<file path="src/rtl/ad_pkg.sv">
// Shared types and constants for the AD frame packer.
// The frame length tracks AD_FRAME_CHECKSUM_EN (defined: 4-byte frames with checksum).
package ad_pkg;

  typedef enum logic [1:0] {IDLE, LOAD, SEND, WAIT} ad_state_e;

  localparam logic [7:0] AD_HEADER = 8'hA5;
  localparam int unsigned IDX_W = 2;

`ifdef AD_FRAME_CHECKSUM_EN
  localparam int unsigned FRAME_LEN = 4;
`else
  localparam int unsigned FRAME_LEN = 3;
`endif

  // Byte idx of a frame carrying the zero-extended sample s16.
  function automatic logic [7:0] frame_byte(input logic [7:0] hdr, input logic [15:0] s16,
                                            input logic [IDX_W-1:0] idx);
    logic [7:0] b;
    case (idx)
      2'd0:    b = hdr;
      2'd1:    b = s16[15:8];
      2'd2:    b = s16[7:0];
`ifdef AD_FRAME_CHECKSUM_EN
      default: b = hdr + s16[15:8] + s16[7:0];
`else
      default: b = 8'h00;
`endif
    endcase
    return b;
  endfunction

endpackage

</file>
<file path="src/rtl/ad_frame_packer_if.sv">
// Sample-in / UART-byte-out handshake bundle of the AD frame packer.
interface ad_frame_packer_if #(parameter int DATA_W = 12);
  logic [DATA_W-1:0] sample_in;
  logic              sample_valid;
  logic              tx_done;
  logic              send_en;
  logic [7:0]        data_byte;

  modport master (input sample_in, sample_valid, tx_done, output send_en, data_byte);
  modport slave  (output sample_in, sample_valid, tx_done, input send_en, data_byte);
endinterface

</file>
<file path="src/rtl/ad_sample_fifo.sv">
// Single-clock sample FIFO; push when full and pop when empty are ignored.
module ad_sample_fifo #(
  parameter  int WIDTH = 16,
  parameter  int DEPTH = 16,
  localparam int AW    = $clog2(DEPTH)
) (
  input  logic             clk,
  input  logic             rst_n,
  input  logic             push,
  input  logic [WIDTH-1:0] wdata,
  input  logic             pop,
  output logic             full,
  output logic             empty,
  output logic [AW:0]      level,
  output logic [WIDTH-1:0] rdata
);
  logic [WIDTH-1:0] mem [DEPTH];
  logic [AW:0]      wptr, rptr;
  logic             do_push, do_pop;

  // Extra pointer bit distinguishes full from empty; level is their difference.
  assign level   = wptr - rptr;
  assign full    = level == (AW+1)'(DEPTH);
  assign empty   = level == '0;
  assign do_push = push & ~full;
  assign do_pop  = pop & ~empty;

  always_ff @(posedge clk or negedge rst_n) begin
    if (!rst_n) begin
      wptr  <= '0;
      rptr  <= '0;
      rdata <= '0;
    end else begin
      if (do_push) wptr <= wptr + 1'b1;
      if (do_pop) begin
        rptr  <= rptr + 1'b1;
        rdata <= mem[rptr[AW-1:0]];
      end
    end
  end

  always_ff @(posedge clk) begin
    if (do_push) mem[wptr[AW-1:0]] <= wdata;
  end
endmodule

</file>
<file path="src/rtl/ad_frame_packer.sv">
// Decimates the sample stream, buffers it and frames each sample for uart_byte_tx.
// AD_FRAME_CHECKSUM_EN appends a mod-256 checksum byte to each frame.
module ad_frame_packer import ad_pkg::*; #(
  parameter  int         DATA_W     = 12,
  parameter  int         FIFO_DEPTH = 16,
  parameter  int         DECIM      = 1000,
  parameter  logic [7:0] HEADER     = AD_HEADER,
  localparam int         LVL_W      = $clog2(FIFO_DEPTH) + 1
) (
  input  logic              clk,
  input  logic              rst_n,
  ad_frame_packer_if.master bus,
  output logic              overflow,
  output logic [LVL_W-1:0]  fifo_level
);
  localparam int DCW = (DECIM > 1) ? $clog2(DECIM) : 1;

  logic [DCW-1:0]   dcnt;
  logic             dec_hit, full, empty, pop, last;
  logic [15:0]      rdata, frame;
  logic [IDX_W-1:0] idx;
  logic [7:0]       data_byte;
  ad_state_e        state, state_nxt;

  assign dec_hit = bus.sample_valid && (dcnt == DCW'(DECIM - 1));

  always_ff @(posedge clk or negedge rst_n) begin
    if (!rst_n) begin
      dcnt     <= '0;
      overflow <= 1'b0;
    end else begin
      if (bus.sample_valid) dcnt <= dec_hit ? '0 : dcnt + 1'b1;
      // FIFO full status is pre-pop, so a same-cycle pop never rescues this sample.
      if (dec_hit && full) overflow <= 1'b1;
    end
  end

  ad_sample_fifo #(.WIDTH(16), .DEPTH(FIFO_DEPTH)) u_fifo (
    .clk   (clk),
    .rst_n (rst_n),
    .push  (dec_hit),
    .wdata (16'(bus.sample_in[DATA_W-1:0])),
    .pop   (pop),
    .full  (full),
    .empty (empty),
    .level (fifo_level),
    .rdata (rdata)
  );

  assign last = idx == IDX_W'(FRAME_LEN - 1);

  always_ff @(posedge clk or negedge rst_n) begin
    if (!rst_n) state <= IDLE;
    else        state <= state_nxt;
  end

  always_comb begin
    state_nxt = state;
    pop       = 1'b0;
    case (state)
      IDLE: if (!empty) begin
        pop       = 1'b1;
        state_nxt = LOAD;
      end
      LOAD: state_nxt = SEND;
      SEND: state_nxt = WAIT;
      WAIT: if (bus.tx_done) state_nxt = last ? IDLE : SEND;
      default: state_nxt = IDLE;
    endcase
  end

  // LOAD absorbs the FIFO read latency; data_byte only changes on the way into SEND.
  always_ff @(posedge clk or negedge rst_n) begin
    if (!rst_n) begin
      frame     <= '0;
      idx       <= '0;
      data_byte <= '0;
    end else begin
      case (state)
        LOAD: begin
          frame     <= rdata;
          idx       <= '0;
          data_byte <= HEADER;
        end
        WAIT: if (bus.tx_done && !last) begin
          idx       <= idx + 1'b1;
          data_byte <= frame_byte(HEADER, frame, idx + 1'b1);
        end
        default: ;
      endcase
    end
  end

  assign bus.send_en   = state == SEND;
  assign bus.data_byte = data_byte;
endmodule
</file>
<file path="src/flat_wrapper.sv">
// flat-port wrapper written by rule: the top's interface ports become plain ports
module ad_frame_packer_flat import ad_pkg::*;
#(
  parameter  int         DATA_W     = 12,
  parameter  int         FIFO_DEPTH = 16,
  parameter  int         DECIM      = 1000,
  parameter  logic [7:0] HEADER     = AD_HEADER,
  localparam int         LVL_W      = $clog2(FIFO_DEPTH) + 1
)
  (clk, rst_n, overflow, fifo_level, bus_sample_in, bus_sample_valid, bus_tx_done, bus_send_en, bus_data_byte);
  ad_frame_packer_if #(.DATA_W(DATA_W)) bus_i ();
  input  logic clk;
  input  logic rst_n;
  output logic overflow;
  output logic [LVL_W-1:0] fifo_level;
  input wire logic [$bits(bus_i.sample_in)-1:0] bus_sample_in;
  input wire logic [$bits(bus_i.sample_valid)-1:0] bus_sample_valid;
  input wire logic [$bits(bus_i.tx_done)-1:0] bus_tx_done;
  output wire logic [$bits(bus_i.send_en)-1:0] bus_send_en;
  output wire logic [$bits(bus_i.data_byte)-1:0] bus_data_byte;
  assign bus_i.sample_in = bus_sample_in;
  assign bus_i.sample_valid = bus_sample_valid;
  assign bus_i.tx_done = bus_tx_done;
  assign bus_send_en = bus_i.send_en;
  assign bus_data_byte = bus_i.data_byte;
  ad_frame_packer #(.DATA_W(DATA_W), .FIFO_DEPTH(FIFO_DEPTH), .DECIM(DECIM), .HEADER(HEADER)) u_core (.clk(clk), .rst_n(rst_n), .bus(bus_i), .overflow(overflow), .fifo_level(fifo_level));
endmodule
</file>
<file path="config.mk">
export PLATFORM = sky130hd
export DESIGN_NAME = ad_frame_packer_flat
export DESIGN_NICKNAME = d
export VERILOG_FILES = /design/src/rtl/ad_pkg.sv /design/src/rtl/ad_frame_packer_if.sv /design/src/rtl/ad_sample_fifo.sv /design/src/rtl/ad_frame_packer.sv /design/src/flat_wrapper.sv
export SDC_FILE = /design/constraint.sdc
export NUM_CORES = 1
export LEC_CHECK = 0
export BUFFER_PORTS_ARGS = -buffer_cell sky130_fd_sc_hd__buf_2
export CORE_UTILIZATION = 30
export CTS_CLUSTER_DIAMETER = 50
export DETAILED_ROUTE_END_ITERATION = 10
export MAX_ROUTING_LAYER = met4
export PLACE_DENSITY = 0.53
export SETUP_SLACK_MARGIN = 0.5
export SYNTH_ARGS = -nofsm -noshare
export SYNTH_HDL_FRONTEND = slang
export SYNTH_SLANG_ARGS = --single-unit
</file>
<file path="constraint.sdc">
create_clock -name clk -period 7 [get_ports clk]
set_clock_uncertainty 0.2 [all_clocks]
set_input_delay 0.35 -clock clk [delete_from_list [all_inputs] [get_ports clk]]
set_output_delay 0.35 -clock clk [all_outputs]
set_load 0.005 [all_outputs]
</file>
* Word-level counts from Yosys, hierarchy flattened
Memories as Yosys holds them, arrays and structs flattened. A register that Yosys moved wholly into a read port is not among the register bits.
Cells that the tools add are included.
** Operators by class
- $add $sub $neg :: 5
- Equal/unequal tests :: 11
- Multiplexer cells :: 14
- Bitwise logic cells :: 4
- Reduce and logical (&&, ||, !) cells :: 11
** Operators with widths (number)
- $pmux W8 S3 :: 1
- $pmux W8 S2 :: 1
- $add A10 B1 Y10 const B :: 1
- $add A5 B1 Y5 const B :: 2
- $eq A10 B10 Y1 const B :: 1
- $mux W10 :: 1
- $eq A2 B2 Y1 const B :: 4
- $mux W2 :: 4
- $mux W8 :: 1
- $pmux W2 S4 :: 1
- $eq A5 B5 Y1 const B :: 1
- $logic_not A5 Y1 :: 1
- $sub A5 B5 Y5 :: 1
- $eq A2 B1 Y1 const B :: 2
- $logic_not A2 Y1 :: 2
- $mux W1 :: 4
- $ne A2 B2 Y1 const B :: 2
- $pmux W2 S2 :: 1
- $reduce_and A2 Y1 :: 2
- $logic_and A1 B1 Y1 :: 3
- $add A2 B1 Y2 const B :: 1
- $and A1 B1 Y1 :: 2
- $logic_not A1 Y1 :: 2
- $ne A2 B1 Y1 const B :: 1
- other kinds (2) :: 3
** Word-level totals
- Bits in registers :: 65
- Memory bits (writable) :: 192
- Bits of input ports :: 16
- Output and inout bits :: 15
- Memories :: 1
** Memory list
- u_core.u_fifo.mem :: depth 16, bits a word 12, read ports 1, clocked after Yosys merged registers in 1, wr ports 1, line ad_sample_fifo.sv:17 : logic [WIDTH-1:0] mem [DEPTH];

* Longest topological paths before layout
Gate-level depths: netlist of the first run.
- Depth in word-level cells :: 6
- Mapped depth :: 10
- Depth with buffers taken out :: 9

* By module
A second synthesis of the first run with hierarchy kept.
** Second synthesis, totals
- Cell total of the unflattened synthesis :: 664
- Area, all modules :: 12829.8 µm²
** Modules (own cells, without submodules)
- ad_sample_fifo :: times used 1, cells each 511, area an instance 10985.5 µm²
- ad_frame_packer :: times used 1, cells each 153, area an instance 1844.3 µm²

* Worst setup path after synthesis of the first run
No wires, ideal clock.
- Path kind :: register to register
- Start point :: reg u_core.u_fifo.rptr[2]
- End point :: mem u_core.u_fifo.mem[15][0] (netlist bit) (enable)
- Setup time :: 0.401 ns
- Data arrival time :: 2.748 ns
- Data required time :: 6.399 ns
- Path slack :: 3.651 ns
- Cell stages (with the launch flop) :: 8
- Path buffers :: 1
- Period minus slack after synthesis :: 3.349 ns
- Cells stage by stage :: dfrtp_1 -> clkbuf_1 -> inv_1 -> ha_1 -> a21o_2 -> o21ai_0 -> a2111oi_4 -> nor3_1
** On the way
- Cells in the longest elaborated chain, start to end :: 6
** Ends and longest elaborated chain
- start, declared :: line ad_sample_fifo.sv:18 : logic [AW:0] wptr, rptr;
- start signal, assigned :: line ad_sample_fifo.sv:36 : rptr <= rptr + 1'b1;
- $sub A5 B5 Y5 :: line ad_sample_fifo.sv:22 : assign level = wptr - rptr;
- $eq A5 B5 Y1 :: line ad_sample_fifo.sv:23 : assign full = level == (AW+1)'(DEPTH);
- $not A1 Y1 :: line ad_sample_fifo.sv:25 : assign do_push = push & ~full;
- $and A1 B1 Y1 :: line ad_sample_fifo.sv:25
- $mux W1 :: line ad_sample_fifo.sv:43 : if (do_push) mem[wptr[AW-1:0]] <= wdata;
- $mux W1 (implied by the code) :: line ad_sample_fifo.sv:43
- end, declared :: line ad_sample_fifo.sv:17
No other way between the ends.

* Worst setup path after layout of the first run
- Start point :: reg u_core.u_fifo.rptr[2]
- End point :: mem u_core.u_fifo.mem[1][2] (netlist bit) (enable)
Same word-level chain as after synthesis.

==> results of run 1 <==
[sequential cells by signal, indices dropped and copies added (netlist names)]
| name | count |
|---|---|
| u_core.bus.data_byte | 8 |
| u_core.state | 2 |
| u_core.u_fifo.rptr | 5 |
| u_core.u_fifo.rdata | 12 |
| u_core.u_fifo.wptr | 5 |
| u_core.u_fifo.mem | 192 |
| u_core.idx | 2 |
| u_core.frame | 12 |
| u_core.dcnt | 10 |
| u_core.overflow | 1 |
[worst max-delay path: cells and delay by family, from the launching register on]
kind,cells,cell delay (ns)
AND/OR/NAND/NOR,3,1.57
flip-flops,1,1.16
AO/OA/AOI/OAI,2,0.65
adder cells (fa/ha/maj),1,0.40
buffers and inverters,1,0.18
[placed cells by master (no fill, tap or decap), types with 2 or more instances in the layout]
cell type and n:
edfxtp_1 192, dfrtp_1 56, mux4_2 48, mux2_2 30, buf_2 30, clkbuf_16 27
nor2_1 26, o22ai_1 24, and3_1 20, nand2_1 20, ha_1 13, nand3_1 12
inv_1 11, o21ai_0 11, a21oi_1 9, xnor2_1 9, xor2_1 8, clkbuf_1 6
nor2b_1 5, a22oi_1 4, clkinv_4 4, nor3_1 3, clkinv_2 3, dlygate4sd3_1 3
buf_4 3, and4_1 2, nand2b_1 2, o41ai_1 2, nand4_1 2, clkbuf_8 2
[worst paths after layout]
path | to | slack (ns)
setup / recovery | u_core.u_fifo.mem[1][2] | 2.47
setup reg to reg | u_core.u_fifo.mem[1][2] | 2.47
max in group asynchronous | u_core.u_fifo.rptr[0] | 5.71
hold reg to reg | u_core.overflow | 0.25
min in group asynchronous | u_core.dcnt[4] | 0.29
hold / removal | u_core.u_fifo.mem[11][8] | 0.05
[cell families after synthesis]
family,after synthesis,share of synthesized area
simple gates,101,0.0517
mux,78,0.142
flops,249,0.720
xor+xnor,17,0.0149
compound gates,57,0.0376
buf+inv,34,0.0160
fa+ha+maj,14,0.0183
[metal layers]
layer / vias to the layer above / routed length (um) / track usage / part of all wire
li1: 2260 / - / - / -
met1: 2687 / 10200 / 0.195 / 0.46
met2: 186 / 10000 / 0.205 / 0.45
met3: 47 / 1390 / 0.0231 / 0.062
met4: 0 / 612 / 0.0423 / 0.027
met5: - / 0 / - / 0
[where the power goes]
group          leakage (nW)  internal, W  switching, W  total, W
registers              2.45      0.00171      0.000126   0.00184
logic                  1.14     0.000448      0.000468  0.000916
clock network         0.403     0.000767      0.000557   0.00132
total                  4.00      0.00293       0.00115   0.00408
[through the flow]
stage	hold WS, ns	total power, W	util
after floorplan	-0.146	0.00250	-
after global placement	0.258	0.00277	0.325
after detailed placement	0.243	0.00279	0.325
after CTS	0.0510	0.00412	0.352
after global routing	0.0610	0.00425	0.352
final	0.0525	0.00408	0.352
[layout make-up]
class,count,area [sq um]
repair buffers,36,203
multi-input cells,267,2650
flip-flops and latches,249,7200
fillers,3059,21200
clock buffers,35,726
inverters,11,41.3
clock inverters,11,100
well taps,442,553
[timing repair]
item	4_1_cts	5_1_grt
hold buffers	3	0
endpoints found under the setup margin	0	0
endpoints found under the hold margin	62	0
==> flow_metrics.env, run 1 <==
export IMPL_startpoint="u_core.u_fifo.rptr[2]"
export IMPL_io_pins=31
export IMPL_n_antenna_cell=0
export IMPL_place_ws_ns=2.52
export IMPL_r2r_cells=7
export IMPL_syn_nets=580
export IMPL_die_area_sq_um=34000
export IMPL_syn_inst=550
export IMPL_portBuffers=30
export IMPL_viasPerCell=4.93
export IMPL_yosys_area_top_type_share=0.577
export IMPL_final_period_utilization=0.647
export IMPL_syn_area_per_cell_sq_um=18.2
export IMPL_drc=0
export IMPL_synthArstFlopShare=0.229
export IMPL_grt_pass1_wl_um=33600
export IMPL_worstMarginPinSlew_ns=1.22
export IMPL_cts_resized=0
export IMPL_postCtsSetupBuffers=0
export IMPL_cp_start_kind="flop"
export IMPL_drive_gt1_frac=0.259
export IMPL_clk_latency_ns=0.54
export IMPL_slowest_stage="dfrtp_1"
export IMPL_area_growth_synth_to_final_pct=14.7
export IMPL_placementRows=66
export IMPL_initial_core_util=0.306
export IMPL_final_antenna_net_count=0
export IMPL_synth_area_leaders="edfxtp_1, dfrtp_1, mux4_2, mux2_2, ha_1"
export IMPL_fin_area_sq_um=11500
export IMPL_ys_seq_elements=249
export IMPL_drt_iter0_markers=593
export IMPL_fp_coreArea_sq_um=32600
export IMPL_cp_max_fo=28
export IMPL_synth_edf_count=192
export IMPL_setup_slack_ns=2.47
export IMPL_hpwl_um=14800
export IMPL_via_count=5180
export IMPL_dpl_cell_area_sq_um=10600
export IMPL_cts_sink_count=249
export IMPL_die_h_um=185
export IMPL_leakage_nw=4.00
export IMPL_overflow=0
export IMPL_grt_antenna_before_repair=0
export IMPL_maxSlewHeadroom=0.186
export IMPL_maxCapViolCount=0
export IMPL_cts_made_buffers=27
export IMPL_die_w_um=185
export IMPL_wl_per_cell_um=21.2
export IMPL_clkSlewWorstSetupHoldPaths_ns=0.06
export IMPL_nNetsFinal=622
export IMPL_ys_seq_area_frac=0.720
export IMPL_gp_congestion=0.822
export IMPL_dr_pass1_iters=4
export IMPL_hold_path_class="in2reg"
export IMPL_r2r_start="u_core.u_fifo.rptr[2]"
export IMPL_rsz0062_at_grt="false"
export IMPL_yosysMostFrequentCell="edfxtp_1"
export IMPL_status="finished, final reports clean"
export IMPL_crit_required_ns=6.96
export IMPL_finalHoldViolCount=0
export IMPL_synth_distinct_cells=42
export IMPL_finalWirelength_um=22300
export IMPL_p_per_area_nw_per_um2=356
export IMPL_irDropWorstVdd_v=0.000219
export IMPL_whs_path_depth=1
export IMPL_cts_buffer_depth=3
export IMPL_worstPathArrival_ns=4.49
export IMPL_ys_warn_count=0
export IMPL_min_from="bus_sample_in[8]"
export IMPL_max_freq_mhz=221
export IMPL_synthTopCellsByCount="edfxtp_1, dfrtp_1, mux4_2"
export IMPL_fin_cells=1051
export IMPL_grt_total_usage=0.139
export IMPL_netlist_area_sq_um=9990
export IMPL_cts_tree="built"
export IMPL_synth_flop_cell="edfxtp_1"
export IMPL_drv_slew=0
export IMPL_yosys_area_top_type="edfxtp_1"
export IMPL_tns_ns=0
export IMPL_path_class="reg2reg"
export IMPL_setup_viol=0
export IMPL_slowest_delay_ns=1.16
export IMPL_place_inst=1002
export IMPL_grt_max_degree=58
export IMPL_grt_pass1_vias=5254
export IMPL_cp_end_kind="flop"
export IMPL_fin_crit_ns=4.53
export IMPL_h_tree_depth=1
export IMPL_path_cells="inv_1 > ha_1 > and3b_1 > o21ai_0 > a2111oi_4 > nor2_2 > and3_1"
export IMPL_cts_root_buf="clkbuf_16"
Note: power is estimated with default switching activity, not from simulation.
==> inputs of run 2 (changes only) <==
clock period = 4.28 ns   (was 7 ns; I/O delays follow)
==> flow_metrics.env, run 2 (same netlist as run 1, synthesis figures left out) <==
export IMPL_status="finished, final reports clean"
export IMPL_cts_sink_count=249
export IMPL_leakage_nw=4.09
export IMPL_max_freq_mhz=286
export IMPL_die_w_um=185
export IMPL_fp_coreArea_sq_um=32600
export IMPL_cts_tree="built"
export IMPL_clk_latency_ns=0.56
export IMPL_final_period_utilization=0.817
export IMPL_grt_antenna_before_repair=0
export IMPL_worstPathArrival_ns=3.51
export IMPL_cp_start_kind="flop"
export IMPL_maxSlewHeadroom=0.338
export IMPL_fin_crit_ns=3.49
export IMPL_r2r_start="u_core.u_fifo.wptr[0]"
export IMPL_power_switching_w=0.00195
export IMPL_cts_made_buffers=27
export IMPL_io_pins=31
export IMPL_die_area_sq_um=34000
export IMPL_rsz0062_at_grt="false"
export IMPL_overflow=0
export IMPL_area_growth_synth_to_final_pct=16.8
export IMPL_drt_iter0_markers=571
export IMPL_via_count=5166
export IMPL_finalHoldViolCount=0
export IMPL_hold_path_class="in2async"
export IMPL_layout_commonest_cell="edfxtp_1"
export IMPL_path_class="reg2reg"
export IMPL_drc=0
export IMPL_final_antenna_net_count=0
export IMPL_multi_input_area_sq_um=2650
export IMPL_fillers=3000
export IMPL_clkSlewWorstSetupHoldPaths_ns=0.06
export IMPL_worstMarginPinSlew_ns=0.990
export IMPL_portBuffers=30
export IMPL_wl_per_cell_um=20.6
export IMPL_p_per_area_nw_per_um2=585
export IMPL_cts_buffer_depth=3
export IMPL_p_seq_frac=0.431
export IMPL_pwr_share_clk=0.337
export IMPL_setup_viol=0
export IMPL_grt_total_usage=0.139
export IMPL_fin_util=0.358
export IMPL_maxCapViolCount=0
export IMPL_switching_share=0.286
export IMPL_drive_gt1_frac=0.262
export IMPL_mostFrequentLayoutCells="edfxtp_1, dfrtp_1, mux4_2, mux2_2, buf_2"
export IMPL_irDropWorstVdd_v=0.000363
export IMPL_largest_reg_flops=192
export IMPL_grt_pass1_wl_um=33500
export IMPL_comb_power_share=0.232
export IMPL_viasPerCell=4.83
export IMPL_gp_congestion=0.873
export IMPL_placementRows=66
export IMPL_n_antenna_cell=0
export IMPL_cp_max_fo=17
export IMPL_crit_required_ns=4.29
export IMPL_internal_power_w=0.00487
export IMPL_h_tree_depth=1
export IMPL_startpoint="u_core.u_fifo.wptr[0]"
export IMPL_nNetsFinal=636
export IMPL_grt_max_degree=58
export IMPL_tns_ns=0
export IMPL_grt_pass1_vias=5329
export IMPL_dr_pass1_iters=5
export IMPL_finalWirelength_um=22100
export IMPL_whs_ns=0.148
export IMPL_cp_end_kind="flop"
export IMPL_drv_slew=0
export IMPL_die_h_um=185
export IMPL_ff_latch_area_sq_um=7200
export IMPL_initial_core_util=0.306
export IMPL_hpwl_um=14800
export IMPL_cts_root_buf="clkbuf_16"
-- run 2: cell types whose count changed in the layout (fill, tap and decap cells not counted), sizes merged --
| cell | before | now |
|---|---|---|
| buf | 33 | 35 |
| dlygate4sd3 | 3 | 15 |
| clkbuf | 35 | 32 |
| bufinv | 1 | 2 |
| clkinv | 8 | 10 |
| inv | 12 | 16 |
-- run 2: metrics by stage --
step,total power (W),area [sq um],std cells,worst slack [ns]
after detailed placement,0.00459,10600,1004,0.659
after global placement,0.00454,10600,1004,0.800
after global routing,0.00715,11700,1069,0.578
final,0.00683,11700,1069,0.785
after CTS,0.00690,11700,1069,0.659
after floorplan,0.00409,9990,550,0.931
-- run 2: path summary, 6_finish.rpt --
path / to / slack [ns] / cells past startpoint
max: u_core.u_fifo.mem[13][1] / 0.79 / 9
min: u_core.dcnt[6] / 0.15 / 3
max reg2reg: u_core.u_fifo.mem[13][1] / 0.79 / 9
min reg2reg: u_core.overflow / 0.26 / 1
max in group asynchronous: u_core.u_fifo.rptr[0] / 3.18 / 3
min in group clk: u_core.state[1] / 0.25 / 3
-- run 2: area by class of cell --
| type | instances | share of cell area |
|---|---|---|
| sequential | 249 | 0.617 |
| clock buffer | 32 | 0.0613 |
| clock inverter | 18 | 0.0148 |
| timing repair buffer | 50 | 0.0289 |
| multi-input combinational | 267 | 0.227 |
| tap | 442 | 0.0474 |
| inverter | 11 | 0.00354 |
-- run 2: repair_timing --
item | in CTS | in global routing
hold buffers | 15 | 0
buffers inserted | 0 | 0
endpoints found under the hold margin | 259 | 0
gates resized for setup | 0 | 2
endpoints found under the setup margin | 0 | 64
-- run 2: per-layer routing --
layer,wire length [um],global-route usage,share of wire,vias to the layer above
met5,0,-,0,-
met4,756,0.0527,0.034,0
met3,1240,0.0237,0.056,51
met2,10400,0.217,0.47,155
met1,9670,0.182,0.44,2653
li1,-,-,-,2307
-- run 2: power groups by stage --
stage	clock (W)	combinational [W]	sequential [W]
floorplan	0	0.00115	0.00294
global placement	0	0.00155	0.00299
detailed placement	0	0.00159	0.00300
CTS	0.00235	0.00161	0.00295
global route	0.00245	0.00172	0.00298
finish	0.00230	0.00158	0.00294
-- run 2: worst max-delay path, cell delays in order, from the launching register on --
cell and delay (ns):
dfrtp_1 0.41, inv_1 0.15, ha_1 0.19, inv_1 0.06, fa_1 0.40, xor2_1 0.18
or3_1 0.37, a2111oi_4 0.56, nor2_4 0.20, and3_1 0.44
